### src/rtl/hop_seq_pkg.sv
// Shared types and default constants for the hop reset sequencer.
// HOP_SEQ_START_PULSE_EN (see top) enables the start-pulse register.
package hop_seq_pkg;

    localparam int unsigned STATE_W          = 2;
    localparam int unsigned DEF_NUM_STAGES   = 6;
    localparam int unsigned DEF_HOLD_W       = 4;
    localparam int unsigned DEF_DEFAULT_HOLD = 3;

    typedef enum logic [STATE_W-1:0] {
        ST_ASSERT  = 2'd0,
        ST_RELEASE = 2'd1,
        ST_DONE    = 2'd2
    } hop_state_t;

endpackage

### src/rtl/hop_seq_gap_counter.sv
// Loadable HOLD_W-wide down-counter that times the gap between stage releases.
// Load has priority over decrement; zero flags the end of a gap.
module hop_seq_gap_counter #(
    parameter int unsigned      W         = 4,
    parameter logic [W-1:0]     RESET_VAL = '0
) (
    input  logic         clock0,
    input  logic         rst1,
    input  logic         load,
    input  logic [W-1:0] load_val,
    input  logic         dec_en,
    output logic         zero
);

    logic [W-1:0] r_count;

    always_ff @(posedge clock0 or posedge rst1) begin
        if (rst1) begin
            r_count <= RESET_VAL;
        end else if (load) begin
            r_count <= load_val;
        end else if (dec_en) begin
            r_count <= r_count - 1'b1;
        end
    end

    assign zero = (r_count == '0);

endmodule

### src/rtl/hop_reset_sequencer.sv
// Releases per-hop resets upstream to downstream with a programmable gap.
// Define HOP_SEQ_START_PULSE_EN to build the one-cycle start pulse on completion.
module hop_reset_sequencer
    import hop_seq_pkg::*;
#(
    parameter int unsigned NUM_STAGES   = DEF_NUM_STAGES,
    parameter int unsigned HOLD_W       = DEF_HOLD_W,
    parameter int unsigned DEFAULT_HOLD = DEF_DEFAULT_HOLD
) (
    input  logic                  clock0,
    input  logic                  rst1,
    input  logic                  req_reset,
    input  logic [HOLD_W-1:0]     hold_cycles,
    output logic [NUM_STAGES-1:0] rst_stage,
    output logic                  busy,
    output logic                  done,
    output logic                  start_pulse
);

    localparam int unsigned K_W = $clog2(NUM_STAGES + 1);
    localparam logic [HOLD_W-1:0] HOLD_RST = HOLD_W'(DEFAULT_HOLD);

    hop_state_t             r_state, w_state_nxt;
    logic [K_W-1:0]         r_k, w_k_nxt;
    logic [NUM_STAGES-1:0]  r_rst_stage, w_rst_stage_nxt;
    logic [HOLD_W-1:0]      r_hold, w_hold_nxt;
    logic                   r_busy, r_done;
    logic                   w_load, w_dec, w_zero, w_finish;
    logic [HOLD_W-1:0]      w_load_val;

    hop_seq_gap_counter #(
        .W         (HOLD_W),
        .RESET_VAL (HOLD_RST)
    ) u_gap (
        .clock0   (clock0),
        .rst1     (rst1),
        .load     (w_load),
        .load_val (w_load_val),
        .dec_en   (w_dec),
        .zero     (w_zero)
    );

    always_ff @(posedge clock0 or posedge rst1) begin
        if (rst1) begin
            r_state     <= ST_ASSERT;
            r_k         <= '0;
            r_rst_stage <= '1;
            r_hold      <= HOLD_RST;
            r_busy      <= 1'b1;
            r_done      <= 1'b0;
        end else begin
            r_state     <= w_state_nxt;
            r_k         <= w_k_nxt;
            r_rst_stage <= w_rst_stage_nxt;
            r_hold      <= w_hold_nxt;
            r_busy      <= (w_state_nxt != ST_DONE);
            r_done      <= (w_state_nxt == ST_DONE);
        end
    end

    always_comb begin
        w_state_nxt     = r_state;
        w_k_nxt         = r_k;
        w_rst_stage_nxt = r_rst_stage;
        w_hold_nxt      = r_hold;
        w_load          = 1'b0;
        w_load_val      = r_hold;
        w_dec           = 1'b0;
        w_finish        = 1'b0;
        unique case (r_state)
            ST_ASSERT: begin
                w_dec = 1'b1;
                if (w_zero) begin
                    w_rst_stage_nxt[0] = 1'b0;
                    w_load             = 1'b1;
                    w_k_nxt            = K_W'(1);
                    w_state_nxt        = ST_RELEASE;
                end
            end
            ST_RELEASE: begin
                w_dec = 1'b1;
                if (w_zero) begin
                    if (r_k < K_W'(NUM_STAGES)) begin
                        // Loop-compare keeps the index width-safe for any NUM_STAGES.
                        for (int unsigned i = 0; i < NUM_STAGES; i++) begin
                            if (K_W'(i) == r_k) begin
                                w_rst_stage_nxt[i] = 1'b0;
                            end
                        end
                        w_k_nxt = r_k + 1'b1;
                        w_load  = 1'b1;
                    end else begin
                        w_state_nxt = ST_DONE;
                        w_finish    = 1'b1;
                    end
                end
            end
            ST_DONE: begin
                if (req_reset) begin
                    w_hold_nxt      = hold_cycles;
                    w_load          = 1'b1;
                    w_load_val      = hold_cycles;
                    w_rst_stage_nxt = '1;
                    w_k_nxt         = '0;
                    w_state_nxt     = ST_ASSERT;
                end
            end
            default: begin
                w_state_nxt = ST_ASSERT;
            end
        endcase
    end

    assign rst_stage = r_rst_stage;
    assign busy      = r_busy;
    assign done      = r_done;

`ifdef HOP_SEQ_START_PULSE_EN
    logic r_start_pulse;

    always_ff @(posedge clock0 or posedge rst1) begin
        if (rst1) begin
            r_start_pulse <= 1'b0;
        end else begin
            r_start_pulse <= w_finish;
        end
    end

    assign start_pulse = r_start_pulse;
`else
    assign start_pulse = 1'b0;
`endif

endmodule

### config.mk
export PLATFORM = sky130hd
export DESIGN_NAME = hop_reset_sequencer
export DESIGN_NICKNAME = d
export VERILOG_FILES = /design/src/rtl/hop_seq_pkg.sv /design/src/rtl/hop_seq_gap_counter.sv /design/src/rtl/hop_reset_sequencer.sv
export SDC_FILE = /design/constraint.sdc
export NUM_CORES = 1
export LEC_CHECK = 0
export CAP_MARGIN = 10
export CORE_MARGIN = 4
export CORE_UTILIZATION = 35
export CTS_CLUSTER_DIAMETER = 100
export DETAILED_ROUTE_END_ITERATION = 7
export DONT_BUFFER_PORTS = 1
export PLACE_DENSITY_LB_ADDON = 0.15
export SYNTH_ARGS = -nofsm -noshare
export SYNTH_HDL_FRONTEND = slang
export SYNTH_SLANG_ARGS = --single-unit
### constraint.sdc
create_clock -name clock0 -period 2.7 [get_ports clock0]
set_clock_uncertainty 0.15 [all_clocks]
set_input_delay 0.54 -clock clock0 [delete_from_list [all_inputs] [get_ports clock0]]
set_output_delay 0.54 -clock clock0 [all_outputs]
set_load 0.02 [all_outputs]
==> metrics.csv, run 1 <==
stage,metric,value,unit
placement,dpl hpwl,1850,um
yosys,Synth Instances,124,
sta,setup TNS,0,ps
setup_path,"CP delay by family, top",simple AND/OR/NAND/NOR gates,
finish,"leading cell types in the layout, fill and taps excluded","12 x inv_1, 11 x dfstp_2, 10 x ha_1, 10 x dfrtp_1",
cts,postcts setup bufs,0,
cts,clk sinks,21,
placement,# port buffers,0,
placement,Placed Cells,166,
setup_path,"Cell Chain, Critical Path",inv_1 > ha_1 > buf_4 > nor4b_1 > a211oi_1 > or3_1 > mux2i_1,
setup_path,CP Buf/Inv Count,2,
finish,Diodes inserted,0,
setup_path,CP Launch Point,r_state[1],
setup_path,Critical Path AT,2280,ps
cts,H-tree depth,1,
power,VDD IR max,0.000295,V
routing,drt wl/cell,14.2,um
die,Die ar.,4630,um2
die,total core area,3420,um2
power,PwrDens,872,nW/um2
yosys,#FFs+latches synth,21,
cts,root buf cell,clkbuf_4,
placement,final weighted congestion in routability-driven placement,0.821,
die,Die Y,68.1,um
cts,cts repair resizes,0,
global_route,GRT Total Usage,0.123,
sta,slack of the critical path,476,ps
routing,DR iter-0 viols,54,
finish,fin util,0.391,
job,Max Cap Viol,0,
routing,Residual DRC,0,
finish,Final Cell Area,1340,um2
finish,register area,539,um2
global_route,antenna violations before repair,0,
yosys,synthesized area per cell,10.2,um2
setup_path,CP endpoint kind,register,
setup_path,RR Startpoint,r_state[1],
finish,Area Growth Syn to Fin,5.85,%
placement,Placed Instance Area,1310,um2
die,IO Pins,16,
cts,Clock Tree Buf Depth,2,
cts,total CTS buffers,3,
yosys,sequential share of the synthesized area,0.427,
finish,Multi-input gate area,649,um2
sta,Setup Viol. Count Final,0,
finish,fill count,347,
placement,Setup WS pre-CTS,481,ps
setup_path,Crit path required time,2760,ps
sta,fin. max-slew vios,0,
finish,final layout net count,142,
finish,layout cells sized above 1,0.218,
power,Combinational Power Share,0.420,
global_route,first-pass GRT wire length,4260,um
setup_path,CP max FO,10,
die,DIE WIDTH,68.1,um
sta,Rel. slew slack,0.479,
finish,"most common cell after layout, fill and taps aside",inv_1,
power,switch share,0.367,
yosys,Post-Syn Nets,141,
routing,post-route ant nets,0,
sta,worst-margin pin slew,781,ps
routing,Vias,922,
setup_path,Startpoint Class,register,
setup_path,critical path's slowest cell,dfrtp_1,
routing,iteration count of the initial detailed-routing pass,4,
power,power share of the sequential group,0.441,
worst_hold_path,Hold Crit Class,primary input to async pin,
cts,Post-CTS Hold Fix Bufs,0,
power,Sw Pwr,0.427,mW
setup_path,Crit path largest cell delay,400,ps
power,Internal Power,0.738,mW
sta,Tcrit/Tclk final,0.824,
cts,clk_lat worst skew,310,ps
outcome,status,"finished, final reports clean",
global_route,total gr overflow,0,
yosys,Yosys Warn Count,0,
sta,maximum clock frequency,450,MHz
routing,Routed WL,2420,um
die,initial core utilization,0.370,
sta,Fin. Hold Viols,0,
cts,clock tree from TritonCTS,done,
global_route,largest net degree at the start of global routing,22,
yosys,synthesized area,1260,um2
global_route,vias in the first global route,856,
routing,DR vias/cell,5.42,
yosys,Netlist cell types,36,
die,row count,21,
power,leak pwr,0.520,nW
sta,RSZ-0062 raised after global routing,false,
cts,Clock Pin Slew Worst Setup and Hold Paths,130,ps
power,clock share of power,0.139,
finish,"Cell Count, Final, Fillers Out",170,
sta,"Min Clock Period, post-route",2220,ps
setup_path,Crit Path Category,register to register,
## through the flow
step / total power [mW] / hold slack, ps
6_report: 1.17 / 94.6
5_1_grt: 1.26 / 168
4_1_cts: 1.18 / 118
3_5_place_dp: 1.01 / 334
3_3_place_gp: 1.01 / 328
2_1_floorplan: 0.915 / 317
## state kept, by name (all words and copies together) (netlist names)
name / cells
rst_stage: 6
u_gap.r_count: 4
r_state: 2
done: 1
r_k: 3
busy: 1
r_hold: 4
## layout make-up
cell class,count,area share
clock buffers,3,0.0169
clock inverters,1,0.00562
inverters,12,0.0337
multi-input cells,85,0.486
flip-flops and latches,21,0.404
well taps,46,0.0431
repair buffers,2,0.0112
## logic make-up (layout without fill, tap and decap cells)
| logic type | count (synthesis) | in the layout | share of synthesized area |
|---|---|---|---|
| AO/OA/AOI/OAI | 28 | 28 | 0.152 |
| XOR/XNOR | 3 | 3 | 0.0208 |
| adder cells (fa/ha/maj) | 10 | 10 | 0.0991 |
| multiplexers | 10 | 10 | 0.0872 |
| buffers and inverters | 18 | 18 | 0.0585 |
| flip-flops | 21 | 21 | 0.427 |
| other | 1 | 1 | 0.00297 |
| AND/OR/NAND/NOR | 33 | 33 | 0.153 |
## synth_stat cells
library cell  count  area share
inv_1            12       0.036
dfstp_2          11        0.23
dfrtp_1          10        0.20
ha_1             10       0.099
a21oi_1           8       0.032
mux2_2            8       0.071
nand2_1           6       0.018
a311oi_1          5       0.035
nor2_1            5       0.015
o21ai_0           5       0.020
a211oi_1          4       0.024
nand3_1           4       0.016
nor2b_1           4       0.020
clkbuf_1          3      0.0089
buf_2             2      0.0079
mux2i_1           2       0.016
nand2b_1          2      0.0099
nor4_1            2      0.0099
nor4b_1           2       0.014
o32a_1            2       0.016
xnor2_1           2       0.014
a21boi_0          1      0.0059
and3_1            1      0.0050
buf_4             1      0.0059
conb_1            1      0.0030
nand3b_1          1      0.0059
nor3_1            1      0.0040
nor3b_1           1      0.0059
nor3b_2           1      0.0099
o31a_1            1      0.0069
o31ai_1           1      0.0059
o32ai_1           1      0.0069
or3_1             1      0.0050
or3b_4            1      0.0089
or4_1             1      0.0059
xor2_1            1      0.0069
## metal layers
| layer | global-route usage | routed length (um) | vias to the layer above |
|---|---|---|---|
| met2 | 0.179 | 1080 | 23 |
| met3 | 0.0361 | 163 | 5 |
| li1 | - | - | 444 |
| met1 | 0.169 | 1130 | 450 |
| met4 | 0.0521 | 42 | 0 |
| met5 | 0 | 0 | - |
## power by group through the flow
stage | registers (mW) | logic (mW) | clock network [mW]
final | 0.514 | 0.490 | 0.162
after global routing | 0.526 | 0.554 | 0.183
after CTS | 0.515 | 0.494 | 0.171
after detailed placement | 0.520 | 0.492 | 0
after global placement | 0.520 | 0.486 | 0
after floorplan | 0.501 | 0.414 | 0
## worst paths after layout
check	depth (start not counted)	slack, ps	endpoint
min in group clock0	2	230	rst_stage[4]
worst max-delay path	7	480	r_k[1]
worst max register to register	7	480	r_k[1]
worst min-delay path	1	90	done
max in group asynchronous	1	1830	r_k[1]
worst min register to register	1	360	r_hold[3]
Note: power is estimated with default switching activity, not from simulation.
==> run 2: changes to the inputs <==
Clock period 2.7 ns to 2.3 ns, I/O delays scaled along.
==> run 2 against run 1 <==
Against the previous run:
- final cell count rose by 1.2%
- die area is the same
- utilization is 0.55 points higher
- power rose by 19%
- hold slack worse by 93 ps
- register-to-register slack got worse by 290 ps
- wire length up 4.4%
- sequential share of layout area down 0.56 points
- non-clock buffer count grew 2
- clock power grew 19%
- largest power group unchanged
==> metrics.csv, run 2 (synthesized netlist as in run 1, its figures left out) <==
stage,metric,value,unit,change
routing,post-route ant nets,0,,unchanged
routing,Vias,905,,was 922
die,DIE WIDTH,68.1,um,unchanged
cts,clk_lat worst skew,320,ps,was 310 ps
sta,"Min Clock Period, post-route",2110,ps,was 2220 ps
global_route,antenna violations before repair,0,,unchanged
cts,Post-CTS Hold Fix Bufs,0,,unchanged
cts,H-tree depth,1,,unchanged
setup_path,"Cell Chain, Critical Path",inv_1 > ha_1 > nor3b_2 > a211oi_1 > or3_1 > mux2i_1,,was inv_1 > ha_1 > buf_4 > nor4b_1 > a211oi_1 > or3_1 > mux2i_1
sta,Fin. Hold Viols,0,,unchanged
global_route,largest net degree at the start of global routing,22,,unchanged
setup_path,critical path's slowest cell,dfstp_2,,was dfrtp_1
cts,Clock Pin Slew Worst Setup and Hold Paths,130,ps,about the same
setup_path,Crit path largest cell delay,580,ps,was 400 ps
die,Die ar.,4630,um2,unchanged
finish,Diodes inserted,0,,unchanged
die,total core area,3420,um2,unchanged
setup_path,CP Launch Point,u_gap.r_count[0],,was r_state[1]
routing,Routed WL,2530,um,was 2420 um
finish,Area Growth Syn to Fin,7.33,%,was 5.85%
cts,clk sinks,21,,unchanged
global_route,vias in the first global route,910,,was 856
sta,fin. max-slew vios,0,,unchanged
cts,clock tree from TritonCTS,done,,unchanged
finish,max FFs per register,6,,unchanged
global_route,GRT Total Usage,0.127,,was 0.123
sta,Tcrit/Tclk final,0.919,,was 0.824
sta,setup TNS,0,ps,unchanged
sta,maximum clock frequency,473,MHz,was 450 MHz
setup_path,Startpoint Class,register,,unchanged
power,PwrDens,1020,nW/um2,was 872 nW/um2
finish,final layout net count,144,,was 142
sta,RSZ-0062 raised after global routing,false,,unchanged
die,initial core utilization,0.370,,unchanged
global_route,first-pass GRT wire length,4390,um,was 4260 um
finish,"leading cell types in the layout, fill and taps excluded","12 x inv_1, 11 x dfstp_2, 10 x ha_1, 10 x dfrtp_1, 8 x mux2_2",,"was 12 x inv_1, 11 x dfstp_2, 10 x ha_1, 10 x dfrtp_1"
outcome,status,"finished, final reports clean",,unchanged
sta,Rel. slew slack,0.484,,was 0.479
global_route,total gr overflow,0,,unchanged
placement,# port buffers,0,,unchanged
power,leak pwr,0.530,nW,was 0.520 nW
placement,final weighted congestion in routability-driven placement,0.784,,was 0.821
routing,DR vias/cell,5.26,,was 5.42
finish,layout cells sized above 1,0.238,,was 0.218
cts,root buf cell,clkbuf_4,,unchanged
job,Max Cap Viol,0,,unchanged
finish,"most common cell after layout, fill and taps aside",inv_1,,unchanged
die,IO Pins,16,,unchanged
setup_path,CP endpoint kind,register,,unchanged
setup_path,"CP delay by family, top",flip-flops,,was simple AND/OR/NAND/NOR gates
setup_path,CP max FO,5,,was 10
worst_hold_path,Hold Crit Class,primary input to async pin,,unchanged
routing,Residual DRC,0,,unchanged
cts,Clock Tree Buf Depth,2,,unchanged
setup_path,RR Startpoint,u_gap.r_count[0],,was r_state[1]
sta,worst-margin pin slew,773,ps,was 781 ps
finish,fin util,0.397,,was 0.391
cts,postcts setup bufs,0,,unchanged
power,VDD IR max,0.000310,V,was 0.000295 V
routing,drt wl/cell,14.7,um,was 14.2 um
sta,Setup Viol. Count Final,0,,unchanged
setup_path,CP Buf/Inv Count,1,,was 2
cts,total CTS buffers,3,,unchanged
routing,iteration count of the initial detailed-routing pass,4,,unchanged
setup_path,Critical Path AT,2200,ps,was 2280 ps
die,Die Y,68.1,um,unchanged
setup_path,Crit Path Category,register to register,,unchanged
die,row count,21,,unchanged
routing,DR iter-0 viols,34,,was 54
placement,dpl hpwl,1930,um,was 1850 um
cts,cts repair resizes,0,,unchanged
setup_path,Crit path required time,2390,ps,was 2760 ps
-- run 2: cell count changes in the layout (fill, tap and decap cells not counted), sizes merged --
cell	before	now
buf	2	4
-- run 2: worst paths after layout --
kind	endpoint	slack (ps)	depth (start not counted)
setup / recovery	r_k[1]	190	6
hold / removal	done	1	1
setup reg to reg	r_k[1]	190	6
hold reg to reg	r_hold[2]	360	1
max in group asynchronous	r_k[2]	1510	1
min in group clock0	r_hold[2]	140	1
-- run 2: through the flow --
stage | area (um2) | hold WS (ps) | instances | power (mW) | setup WS, ps
2_1_floorplan | 1260 | 278 | 124 | 1.07 | 388
3_3_place_gp | 1320 | 330 | 168 | 1.19 | 232
3_5_place_dp | 1320 | 335 | 168 | 1.20 | 173
4_1_cts | 1350 | 34.3 | 172 | 1.40 | 157
5_1_grt | 1360 | 56.6 | 172 | 1.51 | 34.7
6_report | 1360 | 1.42 | 172 | 1.39 | 187
-- run 2: area by class of cell --
| cell class | count | area, um2 |
|---|---|---|
| multi-input combinational | 85 | 653 |
| timing repair buffer | 4 | 30.0 |
| clock inverter | 1 | 7.51 |
| tap | 46 | 57.6 |
| fill | 340 | 2060 |
| sequential | 21 | 539 |
| clock buffer | 3 | 22.5 |
| inverter | 12 | 45.0 |
-- run 2: worst reg2reg max path, delay by kind of cell (launching register included) --
kind	cells	cell delay, ps
compound gates	1	420
fa+ha+maj	1	220
buf+inv	1	40
flops	1	580
mux	1	210
simple gates	2	410
-- run 2: where the power goes --
group          leakage (nW)  total, mW  switching (mW)  internal (mW)
sequential            0.241      0.605           0.100          0.504
clock                0.0139      0.192           0.126         0.0664
combinational         0.276      0.588           0.285          0.304
total                 0.530       1.39           0.511          0.874
-- run 2: routing by layer --
metal / GRT usage / up-vias / wire (um)
met5: 0 / - / 0
met4: 0.0496 / 0 / 31
met3: 0.0427 / 4 / 157
met2: 0.184 / 25 / 1140
met1: 0.172 / 429 / 1190
li1: - / 447 / -
==> run 3: changes to the inputs <==
Clock period 2.3 ns to 1.9 ns, I/O delays scaled along.
==> run 3 against run 2 <==
Against the previous run:
- via count rose by 8.6%
- clock power rose by 14%
- first-iteration DRC count rose by 85%
- largest power group is now combinational cells
- the run now ends with negative setup slack left
- power rose by 43%
==> metrics.csv, run 3 (synthesized netlist as in run 1, its figures left out) <==
stage,metric,value,unit,change
outcome,status,"complete, but fails checks",,"was finished, final reports clean"
outcome,violated checks,negative setup slack,,
cts,Clock Tree Buf Depth,2,,unchanged
finish,Diodes inserted,0,,unchanged
cts,Clock Pin Slew Worst Setup and Hold Paths,120,ps,was 130 ps
placement,Setup WS pre-CTS,-105,ps,was 173 ps
routing,DR iter-0 viols,63,,was 34
cts,H-tree depth,1,,unchanged
sta,worst hold slack,87.6,ps,was 1.42 ps
power,Sw Pwr,0.746,mW,was 0.511 mW
placement,# port buffers,0,,unchanged
power,Tot Pwr,1.99,mW,was 1.39 mW
power,power share of the sequential group,0.379,,was 0.436
sta,RSZ-0062 raised after global routing,true,,was false
finish,final layout net count,158,,was 144
finish,"most common cell after layout, fill and taps aside",buf_4,,was inv_1
sta,fin. max-slew vios,0,,unchanged
setup_path,Crit Path Category,register to register,,unchanged
job,Max Cap Viol,0,,unchanged
sta,"Min Clock Period, post-route",1920,ps,was 2110 ps
die,row count,21,,unchanged
routing,drt wl/cell,16.1,um,was 14.7 um
placement,final weighted congestion in routability-driven placement,0.888,,was 0.784
finish,fill count,352,,was 340
die,Die ar.,4630,um2,unchanged
cts,clk sinks,21,,unchanged
routing,Routed WL,3000,um,was 2530 um
setup_path,CP Buf/Inv Count,1,,unchanged
setup_path,Startpoint Class,register,,unchanged
global_route,GRT Total Usage,0.139,,was 0.127
placement,dpl hpwl,2080,um,was 1930 um
worst_hold_path,Hold Crit Class,primary input to register,,was primary input to async pin
power,leak pwr,0.619,nW,was 0.530 nW
finish,max FFs per register,6,,unchanged
global_route,vias in the first global route,981,,was 910
routing,post-route ant nets,0,,unchanged
power,clock share of power,0.110,,was 0.139
die,IO Pins,16,,unchanged
finish,layout cells sized above 1,0.479,,was 0.238
routing,Vias,983,,was 905
setup_path,critical path's slowest cell,or4_4,,was dfstp_2
die,total core area,3420,um2,unchanged
finish,Area Growth Syn to Fin,26.1,%,was 7.33%
cts,total CTS buffers,3,,unchanged
setup_path,Crit path required time,1990,ps,was 2390 ps
sta,Setup Viol. Count Final,1,,was 0
routing,DR vias/cell,5.28,,was 5.26
setup_path,"Cell Chain, Critical Path",inv_2 > ha_4 > or3b_4 > or4_4 > a21oi_2 > nor2_1,,was inv_1 > ha_1 > nor3b_2 > a211oi_1 > or3_1 > mux2i_1
power,Combinational Power Share,0.511,,was 0.425
finish,fin util,0.466,,was 0.397
placement,Placed Instance Area,1420,um2,was 1320 um2
finish,Final Cell Area,1590,um2,was 1360 um2
routing,iteration count of the initial detailed-routing pass,4,,unchanged
power,Internal Power,1.24,mW,was 0.874 mW
die,DIE WIDTH,68.1,um,unchanged
cts,clk_lat worst skew,300,ps,was 320 ps
routing,Residual DRC,0,,unchanged
setup_path,CP max FO,5,,unchanged
sta,maximum clock frequency,520,MHz,was 473 MHz
finish,"leading cell types in the layout, fill and taps excluded","16 x buf_4, 11 x dfstp_2, 10 x dfrtp_1",,"was 12 x inv_1, 11 x dfstp_2, 10 x ha_1, 10 x dfrtp_1, 8 x mux2_2"
sta,slack of the critical path,-22.8,ps,was 187 ps
global_route,total gr overflow,0,,unchanged
setup_path,Critical Path AT,2020,ps,was 2200 ps
setup_path,Crit path largest cell delay,500,ps,was 580 ps
sta,Tcrit/Tclk final,1.01,,was 0.919
cts,root buf cell,clkbuf_4,,unchanged
sta,Fin. Hold Viols,0,,unchanged
die,initial core utilization,0.370,,unchanged
global_route,largest net degree at the start of global routing,22,,unchanged
die,Die Y,68.1,um,unchanged
cts,clock tree from TritonCTS,done,,unchanged
setup_path,"CP delay by family, top",simple AND/OR/NAND/NOR gates,,was flip-flops
power,VDD IR max,0.000457,V,was 0.000310 V
global_route,antenna violations before repair,0,,unchanged
power,switch share,0.376,,was 0.369
setup_path,CP endpoint kind,register,,unchanged
global_route,first-pass GRT wire length,4730,um,was 4390 um
power,PwrDens,1250,nW/um2,was 1020 nW/um2
[run 3: cell types whose count changed in the layout (fill, tap and decap cells not counted), sizes merged]
cell         delta
buf            +13
clkbuf          +1
clkinvlp        -1
dlygate4sd3     +1
[run 3: power by group through the flow]
stage	registers, mW	logic (mW)	clock network, mW
after global placement	0.726	0.808	0
after CTS	0.726	0.874	0.228
final	0.753	1.02	0.218
after detailed placement	0.729	0.830	0
after global routing	0.771	1.12	0.248
after floorplan	0.711	0.592	0
[run 3: per-layer routing]
layer	global-route usage	part of all wire	vias to the layer above
li1	-	-	470
met1	0.181	0.44	496
met2	0.227	0.51	13
met3	0.0378	0.037	4
met4	0.0298	0.015	0
met5	0	0	-
[run 3: final timing paths]
path	from	end	slack [ps]	cells past startpoint
worst max-delay path	u_gap.r_count[0]	rst_stage[5]	-20	6
min in group asynchronous	rst1	r_state[0]	390	3
worst min-delay path	hold_cycles[3]	r_hold[3]	90	1
worst max register to register	u_gap.r_count[0]	rst_stage[5]	-20	6
max in group asynchronous	rst1	rst_stage[3]	930	3
worst min register to register	r_hold[3]	r_hold[3]	350	1
[run 3: final cells by class]
class	count	area, um2	share of cell area
multi-input combinational	85	782	0.491
sequential	21	539	0.339
timing repair buffer	18	141	0.0888
tap	46	57.6	0.0362
inverter	12	45.0	0.0283
clock buffer	4	26.3	0.0165
[run 3: worst register-to-register path, delay by kind of cell (launching register included)]
kind | cells | cell delay (ps)
AO/OA/AOI/OAI | 1 | 140
adder cells (fa/ha/maj) | 1 | 150
buffers and inverters | 1 | 60
flip-flops | 1 | 390
AND/OR/NAND/NOR | 3 | 980
[run 3: what timing repair did]
item / CTS / global route
buffers inserted: 0 / 0
setup endpoints to repair: 10 / 13
pin swaps: 4 / 5
hold buffers: 1 / 0
gates resized for setup: 7 / 27
hold endpoints to repair: 10 / 0
[run 3: metrics by stage]
step / instances / setup TNS [ps]
after floorplan: 124 / 0
after global placement: 181 / -149
after detailed placement: 181 / -359
after CTS: 186 / -65.2
after global routing: 186 / -115
final: 186 / -22.8
